$ cat src/rtl/csr_pkg.sv
// Shared constants and types for the machine-mode CSR file and trap sequencer.
package csr_pkg;

  localparam int XLEN = 32;

  localparam logic [11:0] CSR_MSTATUS  = 12'h300;
  localparam logic [11:0] CSR_MTVEC    = 12'h305;
  localparam logic [11:0] CSR_MSCRATCH = 12'h340;
  localparam logic [11:0] CSR_MEPC     = 12'h341;
  localparam logic [11:0] CSR_MCAUSE   = 12'h342;
  localparam logic [11:0] CSR_MCYCLE   = 12'hB00;
  localparam logic [11:0] CSR_MCYCLEH  = 12'hB80;

  localparam logic [XLEN-1:0] MCAUSE_ECALL_M = 32'd11;

  typedef enum logic [1:0] {
    LU_NOP   = 2'b00,
    LU_WRITE = 2'b01,
    LU_SET   = 2'b10,
    LU_CLEAR = 2'b11
  } csr_lu_e;

  typedef enum logic {
    S_IDLE,
    S_REDIRECT
  } state_e;

  localparam int MSTATUS_MIE    = 3;
  localparam int MSTATUS_MPIE   = 7;
  localparam int MSTATUS_MPP_LO = 11;
  localparam int MSTATUS_MPP_HI = 12;

endpackage

$ cat src/rtl/csr_alu.sv
// CSR read-modify-write combiner: write, set or clear the old value.
module csr_alu
  import csr_pkg::*;
(
  input  logic [XLEN-1:0] i_old,
  input  logic [XLEN-1:0] i_op,
  input  logic [1:0]      i_ctrl,
  output logic [XLEN-1:0] o_new
);

  always_comb begin
    o_new = i_old;
    case (i_ctrl)
      LU_WRITE: o_new = i_op;
      LU_SET:   o_new = i_old | i_op;
      LU_CLEAR: o_new = i_old & ~i_op;
      default:  o_new = i_old;
    endcase
  end

endmodule

$ cat src/rtl/csr_trap_unit.sv
// Machine-mode CSR file and ecall/mret trap sequencer with a one-cycle redirect.
// Optional 64-bit mcycle counter is built when CSR_MCYCLE_EN is defined.
module csr_trap_unit
  import csr_pkg::*;
(
  input  logic            clk,
  input  logic            rst,
  input  logic            i_valid,
  input  logic            i_ecall,
  input  logic            i_mret,
  input  logic            i_csrWrite,
  input  logic            i_csrSrc,
  input  logic [1:0]      i_csrLUCtrl,
  input  logic [11:0]     i_csrAddr,
  input  logic [XLEN-1:0] i_rs1Data,
  input  logic [4:0]      i_zimm,
  input  logic [XLEN-1:0] i_pc,
  output logic [XLEN-1:0] o_csrRdata,
  output logic            o_redirect,
  output logic [XLEN-1:0] o_redirectPc,
  output logic            o_busy
);

  state_e          state_q, state_d;
  logic            mie_q, mie_d;
  logic            mpie_q, mpie_d;
  logic [XLEN-1:0] mtvec_q, mtvec_d;
  logic [XLEN-1:0] mscratch_q, mscratch_d;
  logic [XLEN-1:0] mepc_q, mepc_d;
  logic [XLEN-1:0] mcause_q, mcause_d;
  logic            redirect_q, redirect_d;
  logic [XLEN-1:0] redirect_pc_q, redirect_pc_d;
`ifdef CSR_MCYCLE_EN
  logic [63:0]     mcycle_q, mcycle_d;
`endif

  logic [XLEN-1:0] csr_rdata;
  logic [XLEN-1:0] operand;
  logic [XLEN-1:0] wdata;
  logic            idle;
  logic            take_ecall;
  logic            take_mret;
  logic            do_write;

  always_comb begin
    csr_rdata = '0;
    case (i_csrAddr)
      CSR_MSTATUS: begin
        csr_rdata[MSTATUS_MIE]  = mie_q;
        csr_rdata[MSTATUS_MPIE] = mpie_q;
        csr_rdata[MSTATUS_MPP_HI:MSTATUS_MPP_LO] = 2'b11;
      end
      CSR_MTVEC:    csr_rdata = mtvec_q;
      CSR_MSCRATCH: csr_rdata = mscratch_q;
      CSR_MEPC:     csr_rdata = mepc_q;
      CSR_MCAUSE:   csr_rdata = mcause_q;
`ifdef CSR_MCYCLE_EN
      CSR_MCYCLE:   csr_rdata = mcycle_q[31:0];
      CSR_MCYCLEH:  csr_rdata = mcycle_q[63:32];
`endif
      default:      csr_rdata = '0;
    endcase
  end

  assign o_csrRdata = i_csrWrite ? csr_rdata : '0;
  assign operand    = i_csrSrc ? {27'd0, i_zimm} : i_rs1Data;

  csr_alu u_alu (
    .i_old  (csr_rdata),
    .i_op   (operand),
    .i_ctrl (i_csrLUCtrl),
    .o_new  (wdata)
  );

  // Priority ecall > mret > CSR write; REDIRECT swallows everything.
  assign idle       = (state_q == S_IDLE);
  assign take_ecall = i_valid & idle & i_ecall;
  assign take_mret  = i_valid & idle & i_mret & ~i_ecall;
  assign do_write   = i_valid & idle & i_csrWrite & ~i_ecall & ~i_mret
                    & (i_csrLUCtrl != LU_NOP);

  always_comb begin
    state_d       = S_IDLE;
    mie_d         = mie_q;
    mpie_d        = mpie_q;
    mtvec_d       = mtvec_q;
    mscratch_d    = mscratch_q;
    mepc_d        = mepc_q;
    mcause_d      = mcause_q;
    redirect_d    = 1'b0;
    redirect_pc_d = redirect_pc_q;
    if (take_ecall) begin
      mepc_d        = {i_pc[31:2], 2'b00};
      mcause_d      = MCAUSE_ECALL_M;
      mpie_d        = mie_q;
      mie_d         = 1'b0;
      redirect_pc_d = {mtvec_q[31:2], 2'b00};
      redirect_d    = 1'b1;
      state_d       = S_REDIRECT;
    end else if (take_mret) begin
      mie_d         = mpie_q;
      mpie_d        = 1'b1;
      redirect_pc_d = mepc_q;
      redirect_d    = 1'b1;
      state_d       = S_REDIRECT;
    end else if (do_write) begin
      case (i_csrAddr)
        CSR_MSTATUS: begin
          mie_d  = wdata[MSTATUS_MIE];
          mpie_d = wdata[MSTATUS_MPIE];
        end
        CSR_MTVEC:    mtvec_d    = {wdata[31:2], 2'b00};
        CSR_MSCRATCH: mscratch_d = wdata;
        CSR_MEPC:     mepc_d     = {wdata[31:2], 2'b00};
        CSR_MCAUSE:   mcause_d   = wdata;
        default:      ;
      endcase
    end
  end

`ifdef CSR_MCYCLE_EN
  // A written half takes the value as-is; the other half keeps counting.
  always_comb begin
    mcycle_d = mcycle_q + 64'd1;
    if (do_write && i_csrAddr == CSR_MCYCLE)
      mcycle_d[31:0] = wdata;
    if (do_write && i_csrAddr == CSR_MCYCLEH)
      mcycle_d[63:32] = wdata;
  end

  always_ff @(posedge clk or posedge rst) begin
    if (rst) mcycle_q <= '0;
    else     mcycle_q <= mcycle_d;
  end
`endif

  always_ff @(posedge clk or posedge rst) begin
    if (rst) begin
      state_q       <= S_IDLE;
      mie_q         <= 1'b0;
      mpie_q        <= 1'b0;
      mtvec_q       <= '0;
      mscratch_q    <= '0;
      mepc_q        <= '0;
      mcause_q      <= '0;
      redirect_q    <= 1'b0;
      redirect_pc_q <= '0;
    end else begin
      state_q       <= state_d;
      mie_q         <= mie_d;
      mpie_q        <= mpie_d;
      mtvec_q       <= mtvec_d;
      mscratch_q    <= mscratch_d;
      mepc_q        <= mepc_d;
      mcause_q      <= mcause_d;
      redirect_q    <= redirect_d;
      redirect_pc_q <= redirect_pc_d;
    end
  end

  assign o_redirect   = redirect_q;
  assign o_redirectPc = redirect_pc_q;
  assign o_busy       = (state_q == S_REDIRECT);

endmodule

$ cat config.mk
export PLATFORM = sky130hd
export DESIGN_NAME = csr_trap_unit
export DESIGN_NICKNAME = d
export VERILOG_FILES = /design/src/rtl/csr_pkg.sv /design/src/rtl/csr_alu.sv /design/src/rtl/csr_trap_unit.sv
export SDC_FILE = /design/constraint.sdc
export NUM_CORES = 1
export LEC_CHECK = 0
export BUFFER_PORTS_ARGS = -buffer_cell sky130_fd_sc_hd__buf_2
export CORE_AREA = 2 2 124 126
export DETAILED_ROUTE_END_ITERATION = 10
export DIE_AREA = 0 0 126 128
export GPL_TIMING_DRIVEN = 0
export HOLD_SLACK_MARGIN = 0.12
export PLACE_DENSITY = 0.92
export SLEW_MARGIN = 25
export SYNTH_ARGS = -nofsm -noshare
export SYNTH_HDL_FRONTEND = slang
export SYNTH_SLANG_ARGS = --single-unit
$ cat constraint.sdc
create_clock -name clk -period 8.8 [get_ports clk]
set_input_delay 0.44 -clock clk [delete_from_list [all_inputs] [get_ports clk]]
set_output_delay 0.44 -clock clk [all_outputs]
set_load 0.01 [all_outputs]
-- Word level (Yosys, flattened, before mapping)
Cells that the tools add are included.
- add/sub/neg operators: 0
- multipliers: 0
- divide/modulo/power cells: 0
- order comparisons: 0
- equality and inequality tests: 9
- shifts and indexed selects: 0
- muxes and demuxes: 30
- bitwise operators: 16
- reduce and logical (&&, ||, !) cells: 12
- operator list (kind ; number):
    $mux 32 ; 12
    $pmux 32 s3 ; 1
    $pmux 19 s4 ; 1
    $eq 12x10->1 const B ; 5
    $pmux 3 s4 ; 3
    $and 32x32->32 ; 1
    $not 32->32 ; 1
    $or 32x32->32 ; 1
    $mux 1 ; 10
    $pmux 1 s5 ; 2
    $pmux 2 s5 ; 1
    $reduce_bool 2->1 ; 5
    $and 1x1->1 ; 8
    $reduce_and 4->1 ; 2
    $reduce_and 3->1 ; 2
    $reduce_bool 3->1 ; 2
    $not 1->1 ; 5
    $eq 2x2->1 const B ; 2
    $eq 2x1->1 const B ; 1
    $ne 2x2->1 const B ; 1
    $reduce_and 2->1 ; 1
- flip-flop bits (word level): 161
- latch bits: 0
- bits in writable memories: 0
- ROM bits: 0
- bits of input ports: 90
- output and inout bits: 66
- logic and storage cells: 75
- memories: 0

-- Depth between registers and ports, before layout
- depth after elaboration: 9
- gate-level depth with buffers: 9
- gate-level depth less buffers: 6

-- Cells and area by module
A second synthesis with hierarchy kept.
- cells, all modules: 956
- area, all modules: 9208.8 um^2
- modules (own cells, without submodules) (module ; instances ; cells each ; area an instance (um^2) ; sequential area each (um^2)):
    csr_trap_unit ; 1 ; 814 ; 8280.4 ; 3928.8
    csr_alu ; 1 ; 142 ; 928.4 ; 0.0

-- Worst setup path before layout
OpenSTA, ideal clock, no wires.
- kind: input to output
- start point: input port i_csrAddr[0]
- end point: output port o_csrRdata[25]
- arrival time: 1694 ps
- required time: 8360 ps
- path slack: 6666 ps
- stages: 8
- buffers on the path: 3
- path through: buf_2 buf_4 and2b_4 buf_6 a22oi_1 o2bb2ai_1 a22o_1 and2_1
- cells in the longest elaborated chain, start to end: 3
- elaborated cells on any way between the ends: 6
- classes of those cells: eq/ne (4); mux (2)
- ends and longest elaborated chain (what ; line ; source):
    start: declaration ; csr_trap_unit.sv:14 ; input logic [11:0] i_csrAddr,
    $eq 12x10->1 ; csr_trap_unit.sv:47 ; case (i_csrAddr)
    $pmux 19 s4 (*) ; csr_trap_unit.sv:47 ;
    $mux 32 (*) ; csr_trap_unit.sv:65 ; assign o_csrRdata = i_csrWrite ? csr_rdata : '0;
    end: declaration ; csr_trap_unit.sv:18 ; output logic [XLEN-1:0] o_csrRdata,
Every way passes the cells marked *; elsewhere a longest branch is shown, timed or not.

-- Worst setup path in the final report
- start point: input port i_csrAddr[5]
- end point: output port o_csrRdata[9]
- cells in the longest elaborated chain, start to end: 3
- elaborated cells on any way between the ends: 6
- classes of those cells: eq/ne (4); mux (2)
- ends and longest elaborated chain (what ; line):
    $eq 12x10->1 ; csr_trap_unit.sv:47
    $pmux 3 s4 (*) ; csr_trap_unit.sv:47
    $mux 32 (*) ; csr_trap_unit.sv:65
Marked as above.

==> out/metrics.csv <==
stage;metric;value;unit
global_route;met1 Track Usage GR;49.7;%
placement;hpwl dp;20.9;mm
synthesis;top post-synthesis cells by area;dfrtp_1 45%, o21ai_0 5.8%, nand2_1 4.9%;
timing;RSZ-0062 raised after global routing;false;
synthesis;top flip-flop cell by instance count after synthesis;dfrtp_1;
setup_path;Max FO, Critical Path;10;
synthesis;Yosys reg bits;157;
timing;Final Hold Vio Count;0;
clock_network;clock slew at reported path FFs;0.06;ns
clock_network;worst skew pair latency;0.45;ns
power_and_ir_drop;Pleak;4.64;nW
setup_path;Crit Reg-Reg Startpoint;o_redirect;
timing;Rel. slew slack;35.5;%
setup_path;crit path cell chain;buf_2 > nor3_1 > and2_1 > buf_2 > clkbuf_1 > a22oi_1 > nor2_1 > buf_2;
timing;fin crit share;33.7;%
setup_path;CP endpoint kind;output pin;
floorplanning;io pins;156;
power_and_ir_drop;peak supply drop;0.000142;V
synthesis;Async S/R FF share, synth;100;%
detailed_routing;DRC viols;0;
floorplanning;die height;128;um
detailed_routing;Detailed Route WL;31.1;mm
timing;fmax;337;MHz
global_route;GRT overflow;0;
hold_path;Hold Crit Class;in2async;
detailed_routing;DR iter-0 viols;1197;
synthesis;list of most frequent post-synthesis cells;157 x dfrtp_1, 114 x nand2_1, 100 x o21ai_0;
global_route;met2 Use GR;57.2;%
setup_path;CP peak stage delay;0.58;ns
run;max-cap violation count;0;
placement;Post-DP Area;9710;sq um
timing;final-report max-slew violation count;0;
clock_network;CTS sink cnt;157;
setup_path;delay-heaviest family, CP;buffers and inverters;
setup_path;Arr. time, crit path;2.53;ns
timing;min Tclk post-route;2.97;ns
setup_path;most frequent CP cell;buf_2;
timing;setup violators final;0;
floorplanning;Die ar.;16100;sq um
setup_path;CP startpoint kind;primary input;
floorplanning;Core ar.;14900;sq um
power_and_ir_drop;PwrDens;182;nW/um^2
global_route;GR peak layer;met2;
detailed_routing;Vias;8782;
synthesis;most frequent cell after synthesis;dfrtp_1;
detailed_routing;Via-to-Cell Ratio;6.77;
placement;routability cong.;1.01;
clock_network;TritonCTS clock tree;done;
global_route;vias in the first global route;8551;
global_route;initial antenna violation count;0;
synthesis;EDFF count, synth;0;
global_route;largest net degree at the start of global routing;100;
synthesis;sequential element share of the synthesized area;45.2;%
setup_path;CP bufs+invs;4;
clock_network;CTS Buf Count;17;
timing;clk_skew;0.00531;ns
setup_path;Critical path origin;i_csrAddr[5];
clock_network;Post-CTS Hold Fix Bufs;0;
cells_and_area;share of cells above drive strength 1;25.0;%
setup_path;CP max stage cell;clkbuf_1;
timing;sum of negative setup slack;0;ns
clock_network;CTS HTree Levels;4;
synthesis;Mapped Area;8680;sq um
cells_and_area;final non-filler cell area;10300;sq um
clock_network;CTS root buf;clkbuf_16;
placement;IO Port Bufs;150;
global_route;met3 Usage GRT;12.2;%
clock_network;post-CTS setup repair buffer count;0;
global_route;gr usage total;38.4;%
setup_path;Critical Path RT;8.36;ns
timing;worst-margin pin slew;0.968;ns
detailed_routing;Routed Antenna Nets;0;
setup_path;CP Class;in2out;
run_status;outcome;finished clean;
cells_and_area;diode count;0;
synthesis;Post-Syn Instances;926;
synthesis;area leader, netlist;dfrtp_1;
clock_network;CTS max path bufs;2;
synthesis;Synth Warn #;0;
synthesis;Synth cell types;64;
cells_and_area;Synth-to-Final Area Change;18.5;%
floorplanning;Starting Density;58.4;%
cells_and_area;Final #Nets;1187;
synthesis;post-synth top area share;45.2;%
floorplanning;row count;45;
detailed_routing;drt pass-1 iters;9;
floorplanning;die width;126;um
clock_network;Resize count post-CTS;0;
global_route;first-pass GRT wire length;47.1;mm
synthesis;average instance area after synthesis;9.38;sq um
detailed_routing;wire length per cell;24.0;um
[worst paths after layout]
kind,to,slack [ns],cells past startpoint
max in group asynchronous,mtvec_q[6],7.98,3
setup / recovery,o_csrRdata[9],5.83,8
hold / removal,mtvec_q[17],0.08,2
min in group clk,mepc_q[2],0.23,3
setup reg to reg,mcause_q[0],6.06,6
hold reg to reg,mscratch_q[2],0.48,2
[stage by stage]
step	total power [mW]	utilization (%)	hold slack, ns	setup WS, ns	cells
global route	1.92	69.2	0.175	5.78	1297
finish	1.87	69.2	0.0845	5.83	1297
floorplan	1.01	-	0.442	4.13	927
detailed placement	1.13	65.3	0.467	5.96	1266
global placement	1.12	65.1	0.456	2.45	1265
CTS	1.86	69.2	0.147	5.94	1297
[worst register-to-register path: cells and delay by family (launching register included)]
family	cells	cell delay [ns]
AND/OR/NAND/NOR	4	1.33
buffers and inverters	1	0.47
flip-flops	1	0.39
AO/OA/AOI/OAI	1	0.43
[metal layers]
layer	part of all wire, %	vias up	wire length (um)
li1	-	3693	-
met1	36	4153	11300
met2	44	781	13800
met3	14	155	4360
met4	5.5	0	1710
met5	0	-	0
[final cells by class]
type | instances | area (sq um)
Fill cell | 1163 | 4570
Buffer | 83 | 412
Timing Repair Buffer | 151 | 778
Clock buffer | 21 | 470
Sequential cell | 157 | 3930
Tap cell | 188 | 235
Multi-Input combinational cell | 682 | 4330
Inverter | 5 | 26.3
Clock inverter | 10 | 114
[report_power, final]
group / switching (mW) / internal [mW]
Clock: 0.304 / 0.437
Combinational: 0.182 / 0.119
Sequential: 0.0459 / 0.782
[cells in the final DEF, fill, tap and decap left out, types with 23 or more instances in the layout]
master and instances:
a22oi_1 23, and2_1 24, buf_2 170, clkbuf_1 45
dfrtp_1 157, mux2i_1 38, nand2_1 114, nand3_1 38
nor2_1 33, nor2b_1 27, o21ai_0 100, o21ai_1 50
o22ai_1 27, o2bb2ai_1 23, xnor2_1 27
[registers in the layout, indices dropped and copies added (netlist names)]
name	flops
o_redirectPc	30
mtvec_q	30
mie_q	1
mcause_q	32
o_redirect	1
mscratch_q	32
mepc_q	30
mpie_q	1
[kinds of logic (layout without fill, tap and decap cells)]
kind of cell / after synthesis / count (layout) / share of synthesized area (%)
buffers and inverters: 88 / 270 / 4.96
xor gates and xnor gates: 27 / 27 / 2.72
DFF: 157 / 157 / 45.2
AOI/OAI and AO/OA: 323 / 323 / 24.3
other: 1 / 2 / 0.0432
and+or+nand+nor: 271 / 271 / 15.6
muxes: 59 / 59 / 7.10
Power figures use the tool's default switching activity.
